## config.mk

```make
export PLATFORM = sky130hd
export DESIGN_NAME = dac_adc_loop_emulator
export DESIGN_NICKNAME = d
export VERILOG_FILES = /design/src/rtl/sid_loop_pkg.sv /design/src/rtl/loop_ring_ram.sv /design/src/rtl/dac_adc_loop_emulator.sv
export SDC_FILE = /design/constraint.sdc
export NUM_CORES = 1
export LEC_CHECK = 0
export ABC_CLOCK_PERIOD_IN_PS = 5100
export BUFFER_PORTS_ARGS = -buffer_cell sky130_fd_sc_hd__buf_2
export CORE_ASPECT_RATIO = 1.4
export CORE_MARGIN = 2
export CORE_UTILIZATION = 28
export CTS_BUF_LIST = sky130_fd_sc_hd__clkbuf_2
export DETAILED_ROUTE_END_ITERATION = 8
export PLACE_DENSITY = 0.39
export SYNTH_ARGS = -nofsm -noshare
export SYNTH_HDL_FRONTEND = slang
export SYNTH_HIERARCHICAL = 1
export SYNTH_SLANG_ARGS = --single-unit
```

## constraint.sdc

```tcl
create_clock -name clk125 -period 5.1 [get_ports clk125]
set_clock_uncertainty 0.2 [all_clocks]
set_input_delay 0.255 -clock clk125 [delete_from_list [all_inputs] [get_ports clk125]]
set_output_delay 0.255 -clock clk125 [all_outputs]
set_load 0.01 [all_outputs]
```

## src/rtl/sid_loop_pkg.sv

```systemverilog
// Shared types and helpers for the DAC->plant->ADC loop emulator.
package sid_loop_pkg;

    typedef enum logic [1:0] {
        IDLE = 2'd0,
        FILL = 2'd1,
        RUN  = 2'd2
    } state_t;

    localparam logic [31:0] CERO_MAGNITUD = '0;

    // Callers sign-extend the sample to 32 bits and truncate the result back.
    function automatic logic signed [31:0] asr_shift(input logic signed [31:0] i_val,
                                                     input logic [31:0]        i_sh);
        return i_val >>> i_sh;
    endfunction

endpackage

```

## src/rtl/loop_ring_ram.sv

```systemverilog
// Sample ring buffer: one synchronous write port, two combinational read taps.
module loop_ring_ram #(
    parameter int DATA_W     = 14,
    parameter int ADDR_WIDTH = 6
) (
    input  logic                  i_clk,
    input  logic                  i_wr_en,
    input  logic [ADDR_WIDTH-1:0] i_wr_addr,
    input  logic [DATA_W-1:0]     i_wr_data,
    input  logic [ADDR_WIDTH-1:0] i_rd_addr_a,
    input  logic [ADDR_WIDTH-1:0] i_rd_addr_b,
    output logic [DATA_W-1:0]     o_rd_data_a,
    output logic [DATA_W-1:0]     o_rd_data_b
);

    localparam int DEPTH = 2**ADDR_WIDTH;

    logic [DATA_W-1:0] r_mem [DEPTH];

    always_ff @(posedge i_clk) begin
        if (i_wr_en) begin
            r_mem[i_wr_addr] <= i_wr_data;
        end
    end

    assign o_rd_data_a = r_mem[i_rd_addr_a];
    assign o_rd_data_b = r_mem[i_rd_addr_b];

endmodule

```

## src/rtl/dac_adc_loop_emulator.sv

```systemverilog
// On-chip DAC->ADC loop: two delayed, arithmetically attenuated copies of the DAC stream.
module dac_adc_loop_emulator
    import sid_loop_pkg::*;
#(
    parameter int MAGNITUD_WIDTH = 14,
    parameter int ADDR_WIDTH     = 6,
    parameter int SHIFT_WIDTH    = 2
) (
    input  logic                      clk125,
    input  logic                      areset_n,
    input  logic                      enable,
    input  logic                      cfg_load,
    input  logic [ADDR_WIDTH-1:0]     cfg_delay_a,
    input  logic [ADDR_WIDTH-1:0]     cfg_delay_b,
    input  logic [SHIFT_WIDTH-1:0]    cfg_shift_a,
    input  logic [SHIFT_WIDTH-1:0]    cfg_shift_b,
    input  logic [MAGNITUD_WIDTH-1:0] dac_in,
    input  logic                      dac_valid,
    output logic [MAGNITUD_WIDTH-1:0] adc_a,
    output logic [MAGNITUD_WIDTH-1:0] adc_b,
    output logic                      adc_valid,
    output logic                      busy
);

    localparam logic [ADDR_WIDTH-1:0]     FILL_MAX = '1;
    localparam logic [MAGNITUD_WIDTH-1:0] ZERO_S   = MAGNITUD_WIDTH'(CERO_MAGNITUD);

    state_t                    r_state, w_state_nxt;
    logic [ADDR_WIDTH-1:0]     r_wr_ptr, r_fill_cnt;
    logic [ADDR_WIDTH-1:0]     r_dly_a, r_dly_b, w_dly_max;
    logic [SHIFT_WIDTH-1:0]    r_sh_a, r_sh_b;
    logic [MAGNITUD_WIDTH-1:0] r_adc_a, r_adc_b;
    logic                      r_adc_valid;
    logic                      w_active, w_wr_en;
    logic [ADDR_WIDTH-1:0]     w_rd_addr_a, w_rd_addr_b;
    logic [MAGNITUD_WIDTH-1:0] w_ram_a, w_ram_b;
    logic signed [MAGNITUD_WIDTH-1:0] w_tap_a, w_tap_b, w_att_a, w_att_b;

    assign w_active    = (r_state != IDLE);
    assign w_wr_en     = w_active & dac_valid & ~cfg_load;
    assign w_dly_max   = (r_dly_a > r_dly_b) ? r_dly_a : r_dly_b;
    assign w_rd_addr_a = r_wr_ptr - r_dly_a;
    assign w_rd_addr_b = r_wr_ptr - r_dly_b;

    loop_ring_ram #(
        .DATA_W     (MAGNITUD_WIDTH),
        .ADDR_WIDTH (ADDR_WIDTH)
    ) u_ram (
        .i_clk       (clk125),
        .i_wr_en     (w_wr_en),
        .i_wr_addr   (r_wr_ptr),
        .i_wr_data   (dac_in),
        .i_rd_addr_a (w_rd_addr_a),
        .i_rd_addr_b (w_rd_addr_b),
        .o_rd_data_a (w_ram_a),
        .o_rd_data_b (w_ram_b)
    );

    // Zero delay bypasses the RAM; fill_cnt gating hides slots not yet written since the flush.
    always_comb begin
        w_tap_a = (r_dly_a == '0) ? signed'(dac_in) : signed'(w_ram_a);
        w_tap_b = (r_dly_b == '0) ? signed'(dac_in) : signed'(w_ram_b);
        w_att_a = signed'(ZERO_S);
        w_att_b = signed'(ZERO_S);
        if (r_fill_cnt >= r_dly_a) begin
            w_att_a = MAGNITUD_WIDTH'(asr_shift(32'(w_tap_a), 32'(r_sh_a)));
        end
        if (r_fill_cnt >= r_dly_b) begin
            w_att_b = MAGNITUD_WIDTH'(asr_shift(32'(w_tap_b), 32'(r_sh_b)));
        end
    end

    always_comb begin
        w_state_nxt = r_state;
        if (cfg_load) begin
            w_state_nxt = enable ? FILL : IDLE;
        end else if (!enable) begin
            w_state_nxt = IDLE;
        end else begin
            case (r_state)
                IDLE:    w_state_nxt = FILL;
                FILL:    if (r_fill_cnt >= w_dly_max) w_state_nxt = RUN;
                RUN:     w_state_nxt = RUN;
                default: w_state_nxt = IDLE;
            endcase
        end
    end

    always_ff @(posedge clk125) begin
        if (!areset_n) begin
            r_state     <= IDLE;
            r_wr_ptr    <= '0;
            r_fill_cnt  <= '0;
            r_dly_a     <= '0;
            r_dly_b     <= '0;
            r_sh_a      <= '0;
            r_sh_b      <= '0;
            r_adc_a     <= ZERO_S;
            r_adc_b     <= ZERO_S;
            r_adc_valid <= 1'b0;
        end else begin
            r_state     <= w_state_nxt;
            r_adc_valid <= w_wr_en;
            if (cfg_load) begin
                r_dly_a    <= cfg_delay_a;
                r_dly_b    <= cfg_delay_b;
                r_sh_a     <= cfg_shift_a;
                r_sh_b     <= cfg_shift_b;
                r_fill_cnt <= '0;
                r_adc_a    <= ZERO_S;
                r_adc_b    <= ZERO_S;
            end else if (!w_active) begin
                r_wr_ptr   <= '0;
                r_fill_cnt <= '0;
                r_adc_a    <= ZERO_S;
                r_adc_b    <= ZERO_S;
            end else if (dac_valid) begin
                r_wr_ptr   <= r_wr_ptr + 1'b1;
                if (r_fill_cnt != FILL_MAX) begin
                    r_fill_cnt <= r_fill_cnt + 1'b1;
                end
                r_adc_a    <= w_att_a;
                r_adc_b    <= w_att_b;
            end
        end
    end

    assign adc_a     = r_adc_a;
    assign adc_b     = r_adc_b;
    assign adc_valid = r_adc_valid;
    assign busy      = (r_state == FILL);

endmodule

```

# == Word level (Yosys, flattened, before mapping) ==
# Memories as Yosys holds them, arrays and structs flattened.
# Index checks and enable logic that the tools add are counted.
# totals
regBits,59
ramBits,896
input_bits,35
out_inout_bits,30
wordCells,52
n_memories,1
# op_classes
n_addsub,4
n_lt_le_gt_ge,4
eq_ne,5
shifts,2
muxes,14
n_bitwise,5
n_reduce_logical,7
# mem_list
name,depth,word_bits,read_ports,rd_ports_with_merged_regs,wr,line_no,source
u_ram.r_mem,64,14,2,0,1,loop_ring_ram.sv:18,logic [DATA_W-1:0] r_mem [DEPTH];
# op_table
op,count
$mux W14,4
$sshr A14 B2 Y14,2
$ge A6 B6 Y1,3
$mux W6,3
$add A6 B1 Y6 const B,2
$logic_not A6 Y1,2
$sub A6 B6 Y6,2
$gt A6 B6 Y1,1
$mux W2,3
$ne A6 B6 Y1 const B,1
$pmux W2 S3,1
$ne A4 B3 Y1 const B,1
$reduce_and A2 Y1,2
$mux W1,3
$not A1 Y1,3
$reduce_or A3 Y1,1
$and A1 B1 Y1,2
$eq A2 B1 Y1 const B,1
$eq A2 B2 Y1 const B,1
$logic_not A2 Y1,1
$ne A2 B2 Y1 const B,1
$reduce_bool A2 Y1,1

# == Longest topological paths before layout ==
# logic_depth
word_depth,7
ltp_mapped,17

# == By module ==
# The synthesis kept the hierarchy.
# by_module_without_submodules
mod,n_inst,cells_each,area_each_um2,seq_area_each_um2
loop_ring_ram,1,2082,41588.6,26905.8
dac_adc_loop_emulator,1,435,4185.3,1181.1

# == Worst setup path after synthesis ==
# OpenSTA, ideal clock, no wires.
# synth_path
kind,register -> register
startpoint,reg r_wr_ptr[0]
endpoint,"reg r_adc_b[10], in the netlist adc_b[10]"
setup_time_ns,0.128
arrival_time_ns,3.685
t_required_ns,4.772
slack_ns,1.087
stages_incl_launch_ff,15
cell_sequence,dfxtp_1 > inv_1 > ha_1 > fa_1 > o21ai_0 > a21oi_1 > xnor2_1 > buf_2 > buf_1 > mux4_2 > o2111ai_1 > o41ai_1 > mux4_2 > a32oi_1 > o21ai_0
# synth_between
elab_chain_len,5
# synth_rtl
element,line_no,source
start: declaration,dac_adc_loop_emulator.sv:29,"logic [ADDR_WIDTH-1:0] r_wr_ptr, r_fill_cnt;"
start signal: assignment,dac_adc_loop_emulator.sv:118,r_wr_ptr <= r_wr_ptr + 1'b1;
$sub A6 B6 Y6,dac_adc_loop_emulator.sv:43,assign w_rd_addr_b = r_wr_ptr - r_dly_b;
net w_rd_addr_b[4],dac_adc_loop_emulator.sv:35,"logic [ADDR_WIDTH-1:0] w_rd_addr_a, w_rd_addr_b;"
$mem_v2 Z64 W14,n/a,
net w_ram_b[13],dac_adc_loop_emulator.sv:36,"logic [MAGNITUD_WIDTH-1:0] w_ram_a, w_ram_b;"
$mux W14,dac_adc_loop_emulator.sv:62,w_tap_b = (r_dly_b == '0) ? signed'(dac_in) : signed'(w_ram_b);
$sshr A14 B2 Y14,sid_loop_pkg.sv:15,return i_val >>> i_sh;
$mux W14,dac_adc_loop_emulator.sv:68,if (r_fill_cnt >= r_dly_b) begin
end signal: assignment,dac_adc_loop_emulator.sv:123,r_adc_b <= w_att_b;
end: declaration,dac_adc_loop_emulator.sv:32,"logic [MAGNITUD_WIDTH-1:0] r_adc_a, r_adc_b;"
# The timed path passes the listed nets, and every way through them passes these cells.
# A chain may end at the register's enable or synchronous reset.

# == Worst setup path in the final report ==
# layout_path
startpoint,reg r_dly_b[1]
endpoint,"reg r_adc_b[4], in the netlist adc_b[4]"
# layout_between
elab_chain_len,5
# layout_rtl
element,line_no,source
start: declaration,dac_adc_loop_emulator.sv:30,"logic [ADDR_WIDTH-1:0] r_dly_a, r_dly_b, w_dly_max;"
start signal: assignment,dac_adc_loop_emulator.sv:106,r_dly_b <= cfg_delay_b;
$sub A6 B6 Y6,dac_adc_loop_emulator.sv:43,
net w_rd_addr_b[3],dac_adc_loop_emulator.sv:35,
$mem_v2 Z64 W14,n/a,
net w_ram_b[4],dac_adc_loop_emulator.sv:36,
$mux W14,dac_adc_loop_emulator.sv:62,
$sshr A14 B2 Y14,sid_loop_pkg.sv:15,
$mux W14,dac_adc_loop_emulator.sv:68,
# The timed path passes the listed nets, and every way through them passes these cells.

==> qor.csv <==
metric;value;unit
fill_cells;15700;
hold_end;adc_a[3];
drtIter0Drc;2787;
layout.nets;3063;
worstSetupPathType;reg -> reg;
endpoint_kind;flop;
area_growth;17.4;%
ir_drop;0.195;mV
period_share;97.1;%
grt_pass1_vias;30000;
arrival;6.34;ns
grt_pass1_wl;246000;µm
insertion_delay;1.75;ns
timing.fmax;202;MHz
ys_async_sr_fraction;0;%
placementRows;175;
grt_max_degree;71;
clk_path_buf_depth;3;
root_buffer;clkbuf_2;
ys.warnings.count;6;
holdCritPathClass;reg -> reg;
relSlewSlack;16.9;%
initial_core_util;28.2;%
globalRouteOverflowTotal;0;
path_max_fanout;18;
fp.dieH;482;µm
wl;179000;µm
period_minus_slack;4.95;ns
r2r_start;r_dly_b[1];
hold_ws;0.289;ns
layout_commonest_cell;edfxtp_1;
clk_pin_slew;0.11;ns
r2r_slack;0.15;ns
drc_errors;0;
worstPathRequired;6.49;ns
status;finished clean;
drive_gt1_share;38.0;%
synthesis.area;0.0458;mm²
wl_per_cell;33.8;µm
crit_path_start_kind;flop;
seq_area_frac_synth;61.4;%
finalSetupTns;0;ns
first_pass_iters;8;
drtAntennaViolNets;0;
routabilityCongestion;0.938;
grt.total_usage;21.4;%
io_buffers;64;
worst_pin_slew;1.24;ns
synth_nets;2593;
vias;28500;
ys_top_cells_by_area;edfxtp_1, mux4_2, dfxtp_1;
synth_edf_count;896;
slew_violations;0;
h-tree-depth;4;
setup_violations;0;
synth.avg_cell_area;18.2;µm²
synth_top_flop_cell;edfxtp_1;
synth_cells;2517;
maxCapViolations;0;
routed_via_density;5.37;
yosysTopAreaCellShare;58.8;%
cts_buffers;231;
total_power;0.0179;W
yosysTopAreaCell;edfxtp_1;
hold_depth;2;
die_area;0.167;mm²
worstRegToRegCells;17;
cts_tree;built;
rsz0062_at_grt;false;
die_w;346;µm
clock-sinks;955;
core;0.162;mm²
hold_viol;0;
antenna_found_initial;9;
dp_hpwl;121000;µm
min_from;adc_a[3];
synth.distinct_cells;67;
power.density_cell_area;333;mW/mm²
rr_endpoint;adc_b[4];
synth-seq-cells;955;
num_io_pins;65;
final_core_util;33.1;%
p_leak;17.4;nW
final_cell_mix;edfxtp_1, mux4_2, clkbuf_2, buf_4, nand2_1;
## where the power goes
group / internal, W / total (W) / switching [W] / leakage, nW
Clock: 0.00211 / 0.00547 / 0.00336 / 1.63
Sequential: 0.00856 / 0.00858 / 0.0000205 / 8.53
Combinational: 0.00154 / 0.00386 / 0.00232 / 7.23
## registers in the layout, indices dropped and copies added, names as in the netlist
register,flops
r_sh_a,2
r_dly_a,6
r_dly_b,6
r_sh_b,2
adc_valid,1
u_ram/r_mem,896
r_state,2
r_fill_cnt,6
r_wr_ptr,6
adc_a,14
adc_b,14
## worst max-delay path: stages (launching register included)
cell,delay (ns)
dfxtp_1,0.46
inv_1,0.13
ha_1,0.28
nor2b_1,0.12
o21ai_0,0.24
a21boi_0,0.25
nor2_4,0.36
buf_4,0.38
nor2b_1,0.14
nand2_1,0.14
o2111ai_1,0.36
nand4_1,0.26
buf_4,0.13
o41ai_1,0.07
mux2_2,0.29
dlygate4sd3_1,0.58
mux2i_1,0.22
o221ai_1,0.15
## through the flow
| stage | worst slack (ns) | instances | area, µm² |
|---|---|---|---|
| 3_3_place_gp | -0.387 | 4742 | 49900 |
| 5_1_grt | 0.000642 | 5304 | 53800 |
| 6_report | 0.150 | 5304 | 53800 |
| 2_1_floorplan | 1.09 | 2517 | 45800 |
| 3_5_place_dp | -0.408 | 4742 | 49900 |
| 4_1_cts | 0.0456 | 5295 | 53700 |
## per-layer routing
layer  track usage, %  share of wire (%)
met1             26.0                 39
met2             37.3                 50
met3             3.75                5.6
met4             9.77                4.6
met5                0             0.0056
## worst max path at each step
stage	startpoint	end	slack, ns
after floorplan	r_wr_ptr[0]	adc_b[10]	1.09
after global placement	r_dly_a[1]	adc_a[1]	-0.39
after detailed placement	r_dly_a[1]	adc_a[1]	-0.41
after CTS	r_dly_b[0]	adc_b[6]	0.05
after global routing	r_dly_b[0]	adc_b[12]	0.0006
final	r_dly_b[1]	adc_b[4]	0.15
## synth_stat cells (8+ instances only)
cell	count
and3_1	8
nand3_1	31
o22ai_1	21
o21ai_0	56
nand2b_1	19
o211ai_1	10
nor2_1	115
clkbuf_1	68
and2_1	10
o2111ai_1	8
buf_1	17
a21oi_1	36
nand2_1	123
buf_2	58
mux4_2	469
a31oi_1	15
inv_1	32
nand4_1	18
buf_4	36
o221ai_1	36
mux2i_1	104
a211oi_1	28
nand3b_1	10
dfxtp_1	59
mux2_2	13
ha_1	39
nor2b_1	46
o31ai_1	18
edfxtp_1	896
## repair_timing
| item | in CTS | in global routing |
|---|---|---|
| endpoints found under the hold margin | 1434 | 0 |
| buffers inserted | 0 | 1 |
| hold buffers | 135 | 0 |
| setup endpoints to repair | 13 | 20 |
| pin swaps | 0 | 2 |
| gates resized for setup | 7 | 8 |
## final cells by class
class	instances	area [µm²]	area share, %
Sequential cell	955	28100	52.2
Multi-Input combinational cell	1344	16800	31.3
Timing Repair Buffer	423	3800	7.07
Tap cell	2124	2660	4.94
Clock buffer	319	1600	2.97
Clock inverter	99	633	1.18
Inverter	32	160	0.298
Antenna cell	8	20.0	0.0372
## logic make-up after synthesis
family | after synthesis | share of synthesized area [%]
flip-flops | 955 | 61.4
multiplexers | 600 | 26.3
AND/OR/NAND/NOR | 404 | 4.29
AO/OA/AOI/OAI | 288 | 4.36
buffers and inverters | 218 | 2.36
adder cells (fa/ha/maj) | 41 | 1.15
XOR/XNOR | 11 | 0.210
(Power assumes the default switching activity.)
